[src/rtl/apb_slave_regfile.sv]
// APB3 completer with a small bank of RW control registers, a read-only ID word,
// a completed-transfer counter, programmable wait states and slave-error decode.
module apb_slave_regfile #(
    parameter logic [31:0] BASE_ADDR   = 32'h0000_1000,
    parameter int          NUM_REGS    = 8,
    parameter int          WAIT_STATES = 1,
    parameter logic [31:0] ID_VALUE    = 32'hA9B0_0001
) (
    input  logic        clk,
    input  logic        rst_n,
    input  logic [31:0] paddr,
    input  logic        psel,
    input  logic        penable,
    input  logic        pwrite,
    input  logic [31:0] pwdata,
    output logic [31:0] prdata,
    output logic        pready,
    output logic        pslverr,
    output logic [31:0] ctrl_out,
    output logic        proto_err
);

    typedef enum logic {IDLE, ACCESS} state_e;

    localparam logic [3:0]  WS        = 4'(WAIT_STATES);
    localparam logic [29:0] NUM_WORDS = 30'(NUM_REGS);
    localparam logic [29:0] ID_WORD   = 30'h10;
    localparam logic [29:0] CNT_WORD  = 30'h11;

    state_e      state_q, state_d;
    logic [3:0]  wcnt_q, wcnt_d;
    logic [3:0]  idx_q, idx_d;
    logic        wr_q, wr_d;
    logic [31:0] wdata_q, wdata_d;
    logic        err_q, err_d;
    logic [31:0] rdata_q, rdata_d;
    logic [31:0] xfer_cnt_q, xfer_cnt_d;
    logic        proto_err_q, proto_err_d;
    logic        commit;

    logic [31:0] regs_q [16];

    // Word offset from the base; byte alignment is checked on paddr directly.
    logic [29:0] woff;
    logic        is_rw, is_id, is_cnt, dec_err;
    logic [31:0] rd_mux;

    assign woff    = paddr[31:2] - BASE_ADDR[31:2];
    assign is_rw   = (woff < NUM_WORDS);
    assign is_id   = (woff == ID_WORD);
    assign is_cnt  = (woff == CNT_WORD);
    assign dec_err = (paddr[1:0] != 2'b00) || !(is_rw || is_id || is_cnt)
                     || (pwrite && (is_id || is_cnt));

    always_comb begin
        rd_mux = '0;
        if (is_id)
            rd_mux = ID_VALUE;
        else if (is_cnt)
            rd_mux = xfer_cnt_q;
        else if (is_rw)
            rd_mux = regs_q[woff[3:0]];
    end

    assign pready = (state_q == ACCESS) && (wcnt_q == WS);

    always_comb begin
        state_d     = state_q;
        wcnt_d      = wcnt_q;
        idx_d       = idx_q;
        wr_d        = wr_q;
        wdata_d     = wdata_q;
        err_d       = err_q;
        rdata_d     = rdata_q;
        xfer_cnt_d  = xfer_cnt_q;
        proto_err_d = proto_err_q;
        commit      = 1'b0;
        case (state_q)
            IDLE: begin
                if (psel && !penable) begin
                    idx_d   = woff[3:0];
                    wr_d    = pwrite;
                    wdata_d = pwdata;
                    err_d   = dec_err;
                    rdata_d = rd_mux;
                    wcnt_d  = 4'd0;
                    state_d = ACCESS;
                end else if (psel && penable) begin
                    proto_err_d = 1'b1;
                end
            end
            ACCESS: begin
                if (!psel) begin
                    // Master walked away mid-transfer: drop it without side effects.
                    state_d     = IDLE;
                    proto_err_d = 1'b1;
                end else if (!pready) begin
                    wcnt_d = wcnt_q + 4'd1;
                end else if (penable) begin
                    state_d = IDLE;
                    if (!err_q) begin
                        xfer_cnt_d = xfer_cnt_q + 32'd1;
                        commit     = wr_q;
                    end
                end
            end
            default: state_d = IDLE;
        endcase
    end

    always_ff @(posedge clk or negedge rst_n) begin
        if (!rst_n) begin
            state_q     <= IDLE;
            wcnt_q      <= 4'd0;
            idx_q       <= 4'd0;
            wr_q        <= 1'b0;
            wdata_q     <= '0;
            err_q       <= 1'b0;
            rdata_q     <= '0;
            xfer_cnt_q  <= '0;
            proto_err_q <= 1'b0;
        end else begin
            state_q     <= state_d;
            wcnt_q      <= wcnt_d;
            idx_q       <= idx_d;
            wr_q        <= wr_d;
            wdata_q     <= wdata_d;
            err_q       <= err_d;
            rdata_q     <= rdata_d;
            xfer_cnt_q  <= xfer_cnt_d;
            proto_err_q <= proto_err_d;
        end
    end

    // Slots beyond NUM_REGS stay at reset value so the read mux can index all 16.
    genvar gi;
    generate
        for (gi = 0; gi < 16; gi++) begin : g_reg
            always_ff @(posedge clk or negedge rst_n) begin
                if (!rst_n)
                    regs_q[gi] <= '0;
                else if (gi < NUM_REGS && commit && idx_q == 4'(gi))
                    regs_q[gi] <= wdata_q;
            end
        end
    endgenerate

    assign prdata    = (pready && !wr_q && !err_q) ? rdata_q : 32'd0;
    assign pslverr   = pready && err_q;
    assign ctrl_out  = regs_q[0];
    assign proto_err = proto_err_q;

endmodule
[config.mk]
export PLATFORM = sky130hd
export DESIGN_NAME = apb_slave_regfile
export DESIGN_NICKNAME = d
export VERILOG_FILES = /design/src/rtl/apb_slave_regfile.sv
export SDC_FILE = /design/constraint.sdc
export NUM_CORES = 1
export LEC_CHECK = 0
export BUFFER_PORTS_ARGS = -buffer_cell sky130_fd_sc_hd__buf_2
export CAP_MARGIN = 20
export CORE_MARGIN = 4
export CORE_UTILIZATION = 65
export CTS_CLUSTER_DIAMETER = 60
export CTS_CLUSTER_SIZE = 8
export DETAILED_ROUTE_END_ITERATION = 8
export PLACE_DENSITY = 0.9
export SYNTH_ARGS = -nofsm -noshare
export SYNTH_HDL_FRONTEND = slang
export SYNTH_SLANG_ARGS = --single-unit
[constraint.sdc]
create_clock -name clk -period 4.4 [get_ports clk]
set_input_delay 0 -clock clk [delete_from_list [all_inputs] [get_ports clk]]
set_output_delay 0 -clock clk [all_outputs]
set_load 0.005 [all_outputs]
; ---- After elaboration in Yosys (flattened, before gate mapping)
; Index checks and enable logic that the tools add are counted.
[classes]
add_sub_neg = 3
multipliers = 0
div = 0
order_cmp = 2
eq_ne = 16
shifts = 0
mux = 25
bitwise_logic = 3
reduce_logical = 30
[ops]
columns = operator, count
row1 = $mux 32, 6
row2 = $bmux 32 s4, 1
row3 = $eq 30x5->1 const B, 2
row4 = $add 32x1->32 const B, 1
row5 = $lt 30x4->1 const B, 1
row6 = $sub 30x11->30 const B, 1
row7 = $eq 4x3->1 const B, 4
row8 = $logic_and 1x1->1, 15
row9 = $mux 1, 12
row10 = $mux 4, 3
row11 = $ne 2x2->1 const B, 6
row12 = $eq 4x1->1 const B, 2
row13 = $eq 4x2->1 const B, 2
row14 = $pmux 4 s2, 1
row15 = $reduce_and 3->1, 2
row16 = $ge 5x5->1 const B, 1
row17 = $logic_or 1x1->1, 5
row18 = $not 4->5, 1
row19 = $reduce_and 5->1, 1
row20 = $add 4x1->4 const B, 1
row21 = $logic_not 1->1, 4
row22 = $logic_not 4->1, 1
row23 = $pmux 1 s2, 2
row24 = $not 1->1, 2
row25 = 2 further kinds, 2
[word_totals]
ff_bits = 364
latch_bits = 0
mem_bits_rw = 0
rom_bits = 0
inputBits = 69
mem_count = 0

; ---- Depth between registers and ports, before layout
[logic_depth]
word_depth = 8
mapped_depth = 9
mapped_depth_nobuf = 7

; ---- Least setup slack after synthesis
; OpenSTA, ideal clock, no wires.
[synth_timing]
path_kind = flip-flop to flip-flop
start = reg wcnt_q[1]
end = reg regs_q[321] (netlist name)
t_arrival_ns = 2.050
t_required_ns = 4.272
slack_ns = 2.223
path_stages_with_launch = 10
n_path_buf = 2
period_less_slack_ns = 2.177
cell_sequence = dfrtp_1 inv_1 ha_1 nand4bb_4 nor3_2 nand3b_2 nor4bb_1 buf_2 buf_6 mux2_1
[synth_via]
elab_chain_len = 6
[synth_lines]
columns = item, line
row1 = "start, declared", 31  ; logic [3:0] wcnt_q, wcnt_d;
row2 = "start signal, assigned", 124  ; wcnt_q <= wcnt_d;
row3 = $eq 4x1->1, 65  ; assign pready = (state_q == ACCESS) && (wcnt_q == WS);
row4 = $logic_and 1x1->1, 65
row5 = $mux 1, 97  ; end else if (!pready) begin
row6 = $mux 1, 93  ; if (!psel) begin
row7 = $mux 1, 78  ; case (state_q)
row8 = $logic_and 1x1->1, 142  ; else if (gi < NUM_REGS && commit && idx_q == 4'(gi))
row9 = "end signal, assigned by index", 143  ; regs_q[gi] <= wdata_q;
row10 = "end, declared", 41  ; logic [31:0] regs_q [16];
; No other way between the ends.
; A chain may end at the register's enable or synchronous reset.

; ---- Final worst setup path
[layout_timing]
start = in paddr[3]
end = reg err_q
[layout_via]
elab_chain_len = 7
elab_cells_between_ends = 11
cone_classes = add/sub (1) / order compare (1) / eq/ne (2) / reduce/logical (7)
[layout_lines]
columns = item, line
row1 = "start, declared", 11  ; input logic [31:0] paddr,
row2 = $sub 30x11->30 (*), 48  ; assign woff = paddr[31:2] - BASE_ADDR[31:2];
row3 = $lt 30x4->1 / $eq 30x5->1 (equally long branches), "49, 50"
row4 = $logic_or 1x1->1 (2 in a row), 52  ; assign dec_err = (paddr[1:0] != 2'b00) || !(is_rw || is_id || is_cnt)
row5 = $logic_not 1->1, 52
row6 = $logic_or 1x1->1, 52
row7 = $logic_or 1x1->1 (*), 53  ; || (pwrite && (is_id || is_cnt));
row8 = "end signal, assigned", 128  ; err_q <= err_d;
row9 = "end, declared", 35  ; logic err_q, err_d;
; Mark *: on every way between the ends. The rest lies on a longest branch, timed or not.

==> run summary <==
In this run the critical register-to-register path is captured at regs_q[466]. In the synthesized netlist, the number of instances is 1254. Once the clock tree was built, the setup fixing pass inserted 0 buffers. STA classifies the critical path startpoint as an input pin. The die area is approximately 29000 um^2. The data required time of the worst path came out at 4880 ps. The number of global-route vias before repair is 12300.

The post-synthesis sequential area ratio is between 50% and 60%. The count of warnings emitted by yosys is 256. In the routed layout, each cell is associated on average with a via count of 6.57. The flow ran to the end, and the final reports show no timing, DRC or antenna violations.

Counting distinct cell types in the post-synthesis netlist gives 51. The floorplan step set the die height to ~170 um. The total power came out at roughly 7.5 mW.

The average wire per standard cell is 24.5 um. The number of levels in the clock H-tree came out at 2. Once the floorplan was initialized, standard cells occupied 66.4% of the core. The global routing usage summed across all routing layers came out at 30.4%. The ratio of total power to cell area came out at about 390 nW/um^2. The max-slew violation total from the final report is 0.

The worst-margin pin slew came out at 1040 ps. In this run the worst hold path is classified as in2reg. The die is 169 um wide. Setup repair after global routing left no endpoint under its margin. Counting every sink on the clock net gives approximately 360. Setup violations remaining at the end of the flow were counted as 0.

The repair_antennas step left the layout with diodes totalling 0. After synthesis the netlist holds a flip-flop and latch count of roughly 360. The global route total overflow came out at 0. The total number of vias is between 10000 and 15000. The final-stage net count is between 1000 and 1500.

The I/O pin total is ~140. By instance count, the leading cell after synthesis is sky130_fd_sc_hd__dfrtp_1. The maximum buffer depth of the clock tree came out at 3. The first TritonRoute pass finished after 6 iterations.

The tree is rooted in a sky130_fd_sc_hd__clkbuf_16. The number of enable flip-flop cells after synthesis is 0. The post-route netlist has 30.5% of its cells at a drive strength greater than 1. The largest clock skew in the final design is between 10 and 15 ps. After routing, the total negative slack on setup checks comes to 0 ps. The synthesized netlist net count is 1326.

The clock latency on the worst-skew pair is ~540 ps. The final critical path takes up slightly below 70% of the cycle. The last element of the critical path is err_q. The post-CTS resize count is 0. For flop-to-flop paths, the worst setup slack is 1430 ps. Data arrives at the worst endpoint at 3500 ps.

The source of the critical timing path is paddr[3]. TritonCTS built the clock tree. After synthesis, the most frequently instantiated cells are 364 x sky130_fd_sc_hd__dfrtp_1, 165 x sky130_fd_sc_hd__nand2_1, 153 x sky130_fd_sc_hd__mux2_1, 104 x sky130_fd_sc_hd__mux2_2, 64 x sky130_fd_sc_hd__mux4_2. The startpoint identified for the worst register-to-register timing path is wcnt_q[0]. After detailed routing, the number of remaining DRC violations is 0. For this run, the top clock speed supported by timing is 331 MHz. The first global-routing pass estimated just under 70 mm of wire. The residual antenna-violating net count after detailed routing is 0. The top cell type by area accounts for about 54% of the synthesized area. The worst path needs approximately 3000 ps of the cycle, external delays included.

Once detailed placement completed, the half-perimeter wirelength came to 24.0 mm. In this run the static leakage power is 9.75 nW. The maximum ir drop on the vdd rail is 0.283 mV. In this run, the number of DRC markers left after iteration 0 of detailed routing was 1093.

The leading area contributor after synthesis is sky130_fd_sc_hd__dfrtp_1. The final layout contains routed wiring with a total length of 42.2 mm. The max-capacitance violation count is 0. The average instance in the mapped netlist occupies approximately 13 um^2. The core area came out at ~25000 um^2. The port buffer count came out at around 140. The tightest slew margin relative to the limit came out at a little under a third. The global placement routability congestion came out at 0.835. Of all nets on the critical path, the largest fanout is 39. The number of antenna violations at the first check in global routing came out at 0. The number of cells traversed by the worst register-to-register path is 8.

The clock-pin slew reported for the worst setup and hold paths after clock tree synthesis is 50 ps. The share of async-settable or async-resettable flops after synthesis is 100%. Among all flip-flop cells after synthesis, the most frequent one is sky130_fd_sc_hd__dfrtp_1. The number of hold violations in the final report came to 0. The total clock buffers created by CTS came out at 51. Yosys attributes the largest share of cell area to sky130_fd_sc_hd__dfrtp_1 54%, sky130_fd_sc_hd__mux2_1 10%, sky130_fd_sc_hd__mux4_2 8.6%, sky130_fd_sc_hd__mux2_2 7.0%, sky130_fd_sc_hd__nand2_1 3.7%. The endpoint kind of the worst setup timing path is a register.

The synthesized netlist occupies a cell area of 16800 um^2. The area growth from synthesis to layout came out at 14.9%. The floorplan has 58 rows. The largest net degree at the start of global routing came out at 133. The critical path in this run is classified as in2reg.
[report_power, final]
part	total (mW)	switching, mW	leakage, nW	internal, mW
Combinational	0.382	0.222	4.09	0.160
Sequential	3.62	0.180	4.98	3.44
Clock	3.45	1.31	0.667	2.14
[registers in the layout, summed over array words and instances (netlist names)]
register,count
idx_q,4
wr_q,1
wdata_q,32
regs_q,224
err_q,1
wcnt_q,4
proto_err,1
ctrl_out,32
xfer_cnt_q,32
rdata_q,32
state_q,1
[area by class of cell]
cell class / instances / area [um^2]
inverters: 7 / 26.3
well taps: 330 / 413
repair buffers: 201 / 1340
clock inverters: 1 / 30.0
flip-flops and latches: 364 / 9110
clock buffers: 53 / 1330
fillers: 1394 / 6010
multi-input cells: 771 / 7080
[logic make-up after synthesis]
kind of cell             after synthesis  share of synthesized area, %
XOR/XNOR                              31                          1.61
AO/OA/AOI/OAI                        108                          4.96
multiplexers                         321                          25.8
buffers and inverters                119                          3.94
AND/OR/NAND/NOR                      308                          9.32
adder cells (fa/ha/maj)                3                         0.223
flip-flops                           364                          54.2
[worst min path at each step]
stage / startpoint / slack [ps] / endpoint / cells after the start
4_1_cts: paddr[2] / 80 / rdata_q[15] / 3
5_1_grt: paddr[2] / 120 / rdata_q[15] / 3
3_3_place_gp: pwdata[11] / 190 / wdata_q[11] / 3
3_5_place_dp: pwdata[16] / 190 / wdata_q[16] / 3
6_report: paddr[2] / 90 / rdata_q[15] / 3
2_1_floorplan: rst_n / -300 / ctrl_out[0] / 0
[what timing repair did]
action	CTS	global route
hold buffers	42	0
endpoints found under the hold margin	169	0
endpoints found under the setup margin	0	0
[through the flow]
step / area (um^2) / std cells / hold slack, ps / worst slack [ps] / utilization, %
2_1_floorplan: 16800 / 1254 / -296 / 2220 / -
3_3_place_gp: 17500 / 1629 / 187 / 1580 / 69.2
3_5_place_dp: 17500 / 1629 / 192 / 1490 / 69.2
4_1_cts: 19300 / 1725 / 82.4 / 1370 / 76.2
5_1_grt: 19300 / 1727 / 117 / 1190 / 76.3
6_report: 19300 / 1727 / 86.3 / 1380 / 76.3
[worst max-delay path, stage by stage]
cell and delay [ps]:
sky130_fd_sc_hd__dlygate4sd3_1 530, sky130_fd_sc_hd__buf_4 490, sky130_fd_sc_hd__buf_4 750, sky130_fd_sc_hd__o31a_1 250, sky130_fd_sc_hd__nor3_1 60, sky130_fd_sc_hd__dlygate4sd3_1 590, sky130_fd_sc_hd__a41oi_1 200, sky130_fd_sc_hd__dlygate4sd3_1 570
[routing by layer]
layer / global-route usage (%) / vias up / share of wire [%]
li1: - / 4750 / -
met1: 39.0 / 5816 / 38
met2: 50.4 / 610 / 50
met3: 6.56 / 164 / 7.6
met4: 13.4 / 0 / 4.1
met5: 0 / - / 0
[cells in the final DEF, fill, tap and decap left out, types with 24 or more instances in the layout]
| cell | synthesis | layout |
|---|---|---|
| sky130_fd_sc_hd__mux4_2 | 64 | 64 |
| sky130_fd_sc_hd__a22o_1 | 26 | 26 |
| sky130_fd_sc_hd__buf_2 | 42 | 133 |
| sky130_fd_sc_hd__mux2_2 | 104 | 104 |
| sky130_fd_sc_hd__dfrtp_1 | 364 | 364 |
| sky130_fd_sc_hd__nand2_1 | 165 | 164 |
| sky130_fd_sc_hd__dlygate4sd3_1 | 0 | 42 |
| sky130_fd_sc_hd__a22oi_1 | 24 | 24 |
| sky130_fd_sc_hd__clkbuf_16 | 0 | 53 |
| sky130_fd_sc_hd__mux2_1 | 153 | 153 |
| sky130_fd_sc_hd__and2_1 | 37 | 36 |
No activity file was read; power rests on OpenSTA's default activity.
